==> config.mk <==
export PLATFORM = sky130hd
export DESIGN_NAME = mem_access_ctrl
export DESIGN_NICKNAME = d
export VERILOG_FILES = /design/src/rtl/mem_access_ctrl.sv
export SDC_FILE = /design/constraint.sdc
export NUM_CORES = 1
export LEC_CHECK = 0
export CORE_ASPECT_RATIO = 0.8
export CORE_MARGIN = 2
export CORE_UTILIZATION = 45
export CTS_CLUSTER_DIAMETER = 30
export CTS_CLUSTER_SIZE = 12
export DETAILED_ROUTE_END_ITERATION = 8
export PLACE_DENSITY = 0.84
export SLEW_MARGIN = 0
export SYNTH_ARGS = -nofsm -noshare
export SYNTH_HDL_FRONTEND = slang
export SYNTH_SLANG_ARGS = --single-unit
==> constraint.sdc <==
create_clock -name CPU_CLK -period 2.7 [get_ports CPU_CLK]
set_input_delay 0.54 -clock CPU_CLK [delete_from_list [all_inputs] [get_ports CPU_CLK]]
set_output_delay 0.54 -clock CPU_CLK [all_outputs]
set_load 0.03 [all_outputs]
==> src/rtl/mem_access_ctrl.sv <==
// MEM-stage data memory access controller: issues one valid/ready request per
// load/store, stalls the pipeline until it completes, and registers load data.
module mem_access_ctrl #(
  parameter int TIMEOUT = 255,
  parameter int CNT_W   = 8
) (
  input  logic        CPU_CLK,
  input  logic        CPU_RST_N,
  input  logic        req_valid,
  input  logic        req_we,
  input  logic [1:0]  req_size,
  input  logic [31:0] req_addr,
  input  logic [31:0] req_wdata,
  output logic        stall,
  output logic        misalign,
  output logic        bus_err,
  output logic [31:0] rdata,
  output logic [1:0]  rsel,
  output logic        rvalid,
  output logic        mem_req,
  output logic        mem_we,
  output logic [3:0]  mem_be,
  output logic [29:0] mem_addr,
  output logic [31:0] mem_wdata,
  input  logic        mem_ready,
  input  logic        mem_rvalid,
  input  logic [31:0] mem_rdata
);

  // state  | meaning
  // IDLE   | no access; evaluate req_valid and alignment
  // ISSUE  | mem_req held until mem_ready
  // WAIT_R | load accepted, waiting for mem_rvalid
  // DONE   | one-cycle completion: stall released, rvalid/bus_err pulse
  typedef enum logic [1:0] {IDLE, ISSUE, WAIT_R, DONE} state_t;

  localparam logic [CNT_W-1:0] CNT_LAST = CNT_W'(TIMEOUT - 1);

  state_t           state;
  logic [CNT_W-1:0] cnt;
  logic [1:0]       sel_q;
  logic             misalign_c;
  logic             start;
  logic [3:0]       be_c;
  logic [31:0]      wd_c;

  always_comb begin
    misalign_c = 1'b0;
    be_c       = 4'b1111;
    wd_c       = req_wdata;
    case (req_size)
      2'b00: begin
        be_c = 4'b0001 << req_addr[1:0];
        wd_c = {4{req_wdata[7:0]}};
      end
      2'b01: begin
        misalign_c = req_addr[0];
        be_c       = 4'b0011 << req_addr[1:0];
        wd_c       = {2{req_wdata[15:0]}};
      end
      default: misalign_c = |req_addr[1:0];
    endcase
  end

  assign start    = (state == IDLE) && req_valid && !misalign_c;
  // Gated by reset so every output reads 0 while reset is held.
  assign stall    = CPU_RST_N && (start || state == ISSUE || state == WAIT_R);
  assign misalign = CPU_RST_N && (state == IDLE) && req_valid && misalign_c;
  assign mem_req  = CPU_RST_N && (state == ISSUE);

  always_ff @(posedge CPU_CLK) begin
    if (!CPU_RST_N) begin
      state     <= IDLE;
      cnt       <= '0;
      sel_q     <= 2'b00;
      bus_err   <= 1'b0;
      rdata     <= '0;
      rsel      <= 2'b00;
      rvalid    <= 1'b0;
      mem_we    <= 1'b0;
      mem_be    <= 4'b0000;
      mem_addr  <= '0;
      mem_wdata <= '0;
    end else begin
      rvalid  <= 1'b0;
      bus_err <= 1'b0;
      case (state)
        IDLE: begin
          if (start) begin
            state     <= ISSUE;
            cnt       <= '0;
            sel_q     <= req_addr[1:0];
            mem_we    <= req_we;
            mem_addr  <= req_addr[31:2];
            mem_be    <= req_we ? be_c : 4'b1111;
            mem_wdata <= req_we ? wd_c : 32'h0;
          end
        end
        ISSUE: begin
          if (mem_ready) begin
            state <= mem_we ? DONE : WAIT_R;
            cnt   <= '0;
          end else if (cnt == CNT_LAST) begin
            state   <= DONE;
            cnt     <= '0;
            bus_err <= 1'b1;
            if (!mem_we) rdata <= '0;
          end else begin
            cnt <= cnt + 1'b1;
          end
        end
        WAIT_R: begin
          if (mem_rvalid) begin
            state  <= DONE;
            cnt    <= '0;
            rdata  <= mem_rdata;
            rsel   <= sel_q;
            rvalid <= 1'b1;
          end else if (cnt == CNT_LAST) begin
            state   <= DONE;
            cnt     <= '0;
            bus_err <= 1'b1;
            rdata   <= '0;
          end else begin
            cnt <= cnt + 1'b1;
          end
        end
        default: begin
          state <= IDLE;
          cnt   <= '0;
        end
      endcase
    end
  end

endmodule

==> results.sh, run 1 <==
export IMPL_result_of_the_run="finished clean"
export IMPL_design_core_area_um2=10160
export IMPL_route_final_wire_length_um=14590
export IMPL_grt_first_pass_wirelength_um=22750
export IMPL_power_density_nw_per_um2=717.4
export IMPL_synthesis_area_per_instance_um2=8.892
export IMPL_async_reset_ff_frac=0
export IMPL_totalNegativeSetupSlack_ps=0
export IMPL_drc_markers=0
export IMPL_post_route_cells_drive_above_1_share=0.1051
export IMPL_cellLeakagePower_nw=2.731
export IMPL_first_global_vias=4512
export IMPL_numCtsBuffers=17
export IMPL_maxSlewViolCount=0
export IMPL_dr_pass1_iters=5
export IMPL_floorplan_rows=33
export IMPL_seq_area_frac_synth=0.4932
export IMPL_finClkSkew_ps=8.542
export IMPL_cts_reportedPaths_clkPinSlew_ps=60
export IMPL_initial_core_util=0.4596
export IMPL_gp_routability_congestion=0.8544
export IMPL_drt_antenna_violating_nets=0
export IMPL_synth_area_leader_cell="dfxtp_1"
export IMPL_cp_max_fo=9
export IMPL_rsz0062_at_grt="no"
export IMPL_startpoint_types="register"
export IMPL_holdBufCountCts=0
export IMPL_drv_cap=0
export IMPL_post_synth_inst_count=525
export IMPL_fin_crit_ps=2505
export IMPL_regToRegSetupSlack_ps=710
export IMPL_worst_hold_path_type="register to register"
export IMPL_num_nets_final=840
export IMPL_worstMarginPinSlew_ps=672.9
export IMPL_timing_critical_path_arrival_ps=1960
export IMPL_layout_setup_ws_ps=195.2
export IMPL_min_period_over_period=0.9277
export IMPL_timing_max_slew_rel_slack=0.5514
export IMPL_placed_area_um2=6889
export IMPL_grt_total_usage=0.2545
export IMPL_grt_antenna_before_repair=0
export IMPL_edff_count_synth=0
export IMPL_timing_fmax_ghz=0.3992
export IMPL_area_growth_synth_to_final_pct=60.36
export IMPL_required_ps=2160
export IMPL_number_of_synthesized_register_bits=115
export IMPL_yosys_cell_types_count=47
export IMPL_syn_num_nets=636
export IMPL_cts_resized=0
export IMPL_vias=4688
export IMPL_antennaDiodeCount=0
export IMPL_via_per_inst=5.315
export IMPL_final_hold_viol_count=0
export IMPL_detailed_place_hpwl_um=10320
export IMPL_drt_iter0_markers=341
export IMPL_finalInstanceArea_um2=7486
export IMPL_fp_dieArea_um2=11210
export IMPL_cts_root_buf="clkbuf_16"
export IMPL_placement_setup_worst_slack_ps=197.3
export IMPL_ctsHtreeMaxLevel=4
export IMPL_portBuffers=209
export IMPL_total_congestion_overflow_after_global_routing=0
export IMPL_setup_worst_path_class="register to output port"
export IMPL_synthTopCellsByArea="dfxtp_1 49%, nand2_1 9.1%, a21oi_1 7.9%, a22o_1 6.0%, mux2_2 4.1%"
export IMPL_ir_worst_vdd_v=0.0004893
export IMPL_average_routed_wire_per_standard_cell_um=16.54
export IMPL_synth_largest_type_area_fraction=0.4932
export IMPL_synthFlopType="dfxtp_1"
export IMPL_io_pins=210
export IMPL_endpoint_kind="output port"
export IMPL_postCtsSetupRepairBufs=0
export IMPL_floorplan_die_height_um=95.10
export IMPL_synthesis_yosys_warnings=0
export IMPL_setup_violations_final=0
export IMPL_clock_tree_buffer_depth=2
export IMPL_synth_area_um2=4668
export IMPL_cts_tree="yes"
export IMPL_cts_sinks=115
export IMPL_grt_max_degree=67
export IMPL_worstSkewPairLatency_ps=410
export IMPL_chipWidth_um=117.9
report_power, final:
part,total (mW),switching [mW],internal [mW]
clock,2.22,0.830,1.39
sequential,1.89,0.0736,1.82
combinational,1.26,0.717,0.539
flip-flops by register name, indices dropped and copies added, names as in the netlist:
signal,cells
bus_err,1
cnt,8
mem_addr,30
mem_be,4
mem_wdata,32
mem_we,1
rdata,32
rsel,2
rvalid,1
sel_q,2
state,2
stage by stage:
stage,instances,total power [mW],util,hold slack (ps)
6_report,882,5.370,0.7370,453.6
5_1_grt,882,5.585,0.7370,474.9
4_1_cts,882,5.407,0.7368,452.2
3_5_place_dp,850,3.163,0.6782,444.2
3_3_place_gp,850,3.122,0.6782,439.4
2_1_floorplan,525,2.624,-,436.6
Yosys cell counts, types with 4 or more instances:
cell type	n
a21oi_1	74
ha_1	7
dfxtp_1	115
inv_1	4
nand3_1	38
mux2i_1	11
o21ai_0	12
a22o_1	32
nor3_1	6
buf_2	12
nand2_1	113
nor2_1	14
clkbuf_1	21
mux2_2	17
buf_4	4
final timing paths:
kind	endpoint	cells after the start	startpoint
setup / recovery	mem_req	4	state[1]$_SDFFE_PN0P_
setup reg to reg	mem_addr[26]$_SDFFE_PN0P_	6	state[1]$_SDFFE_PN0P_
hold / removal	mem_wdata[22]$_SDFFE_PN0P_	2	mem_wdata[22]$_SDFFE_PN0P_
hold reg to reg	mem_wdata[22]$_SDFFE_PN0P_	2	mem_wdata[22]$_SDFFE_PN0P_
logic make-up (layout without fill, tap and decap cells):
group	Yosys count	count (layout)	share of synthesized area
AOI/OAI and AO/OA	145	145	0.2008
xor gates and xnor gates	2	2	0.003753
adders and majority gates	7	7	0.01876
buffers and inverters	45	262	0.04744
DFF	115	115	0.4932
muxes	28	28	0.06459
and+or+nand+nor	183	183	0.1715
layout by cell type, fill, tap and decap left out, types with 2 or more instances in the layout:
cell type / synthesis / routed
o211ai_1: 3 / 3
buf_12: 0 / 3
clkinvlp_4: 0 / 2
a21oi_1: 74 / 73
nand2_1: 113 / 113
a311oi_1: 3 / 3
nor2b_1: 3 / 3
inv_1: 4 / 4
o21ai_1: 2 / 2
bufinv_16: 0 / 2
dfxtp_1: 115 / 115
clkdlybuf4s50_1: 0 / 207
ha_1: 7 / 6
nor2_1: 14 / 14
or2_2: 2 / 2
o21a_1: 2 / 2
clkinv_4: 0 / 5
nor3_1: 6 / 6
o21bai_1: 3 / 3
a22o_1: 32 / 32
mux2_2: 17 / 17
clkinv_2: 0 / 2
o21ai_0: 12 / 12
nand3_1: 38 / 38
buf_4: 4 / 15
inv_6: 0 / 3
clkbuf_16: 0 / 17
mux2i_1: 11 / 11
cell type report:
type | instances | area (µm²)
Multi-Input combinational cell | 365 | 2151
Tap cell | 140 | 175.2
Fill cell | 751 | 2671
Sequential cell | 115 | 2302
Timing Repair Buffer | 225 | 2245
Clock buffer | 18 | 439.2
Clock inverter | 14 | 155.1
Inverter | 5 | 18.77
critical path: stages, from the launching register on:
cell and delay, ps:
dfxtp_1 360, inv_1 100, ha_2 270, and2_1 150, clkdlybuf4s50_1 680
routing by layer:
metal  vias to the layer above  wire (µm)  part of all wire  track usage
met5                         -          0                 0            0
met4                         0        310             0.021       0.1074
met3                        25       1009             0.069      0.06758
met2                       191       7202              0.49       0.4336
met1                      2213       6064              0.42       0.3085
li1                       2259          -                 -            -
(Power assumes the default switching activity.)
==> inputs of run 2 (changes only) <==
- SKIP_LAST_GASP: unset -> 1
==> results of run 2 <==
No change in the layout: final DEF, timing and power equal those of run 1.
==> inputs of run 3 (changes only) <==
- SLEW_MARGIN: 0 -> 20
==> results of run 3 <==
No change in the layout: final DEF, timing and power equal those of run 1.
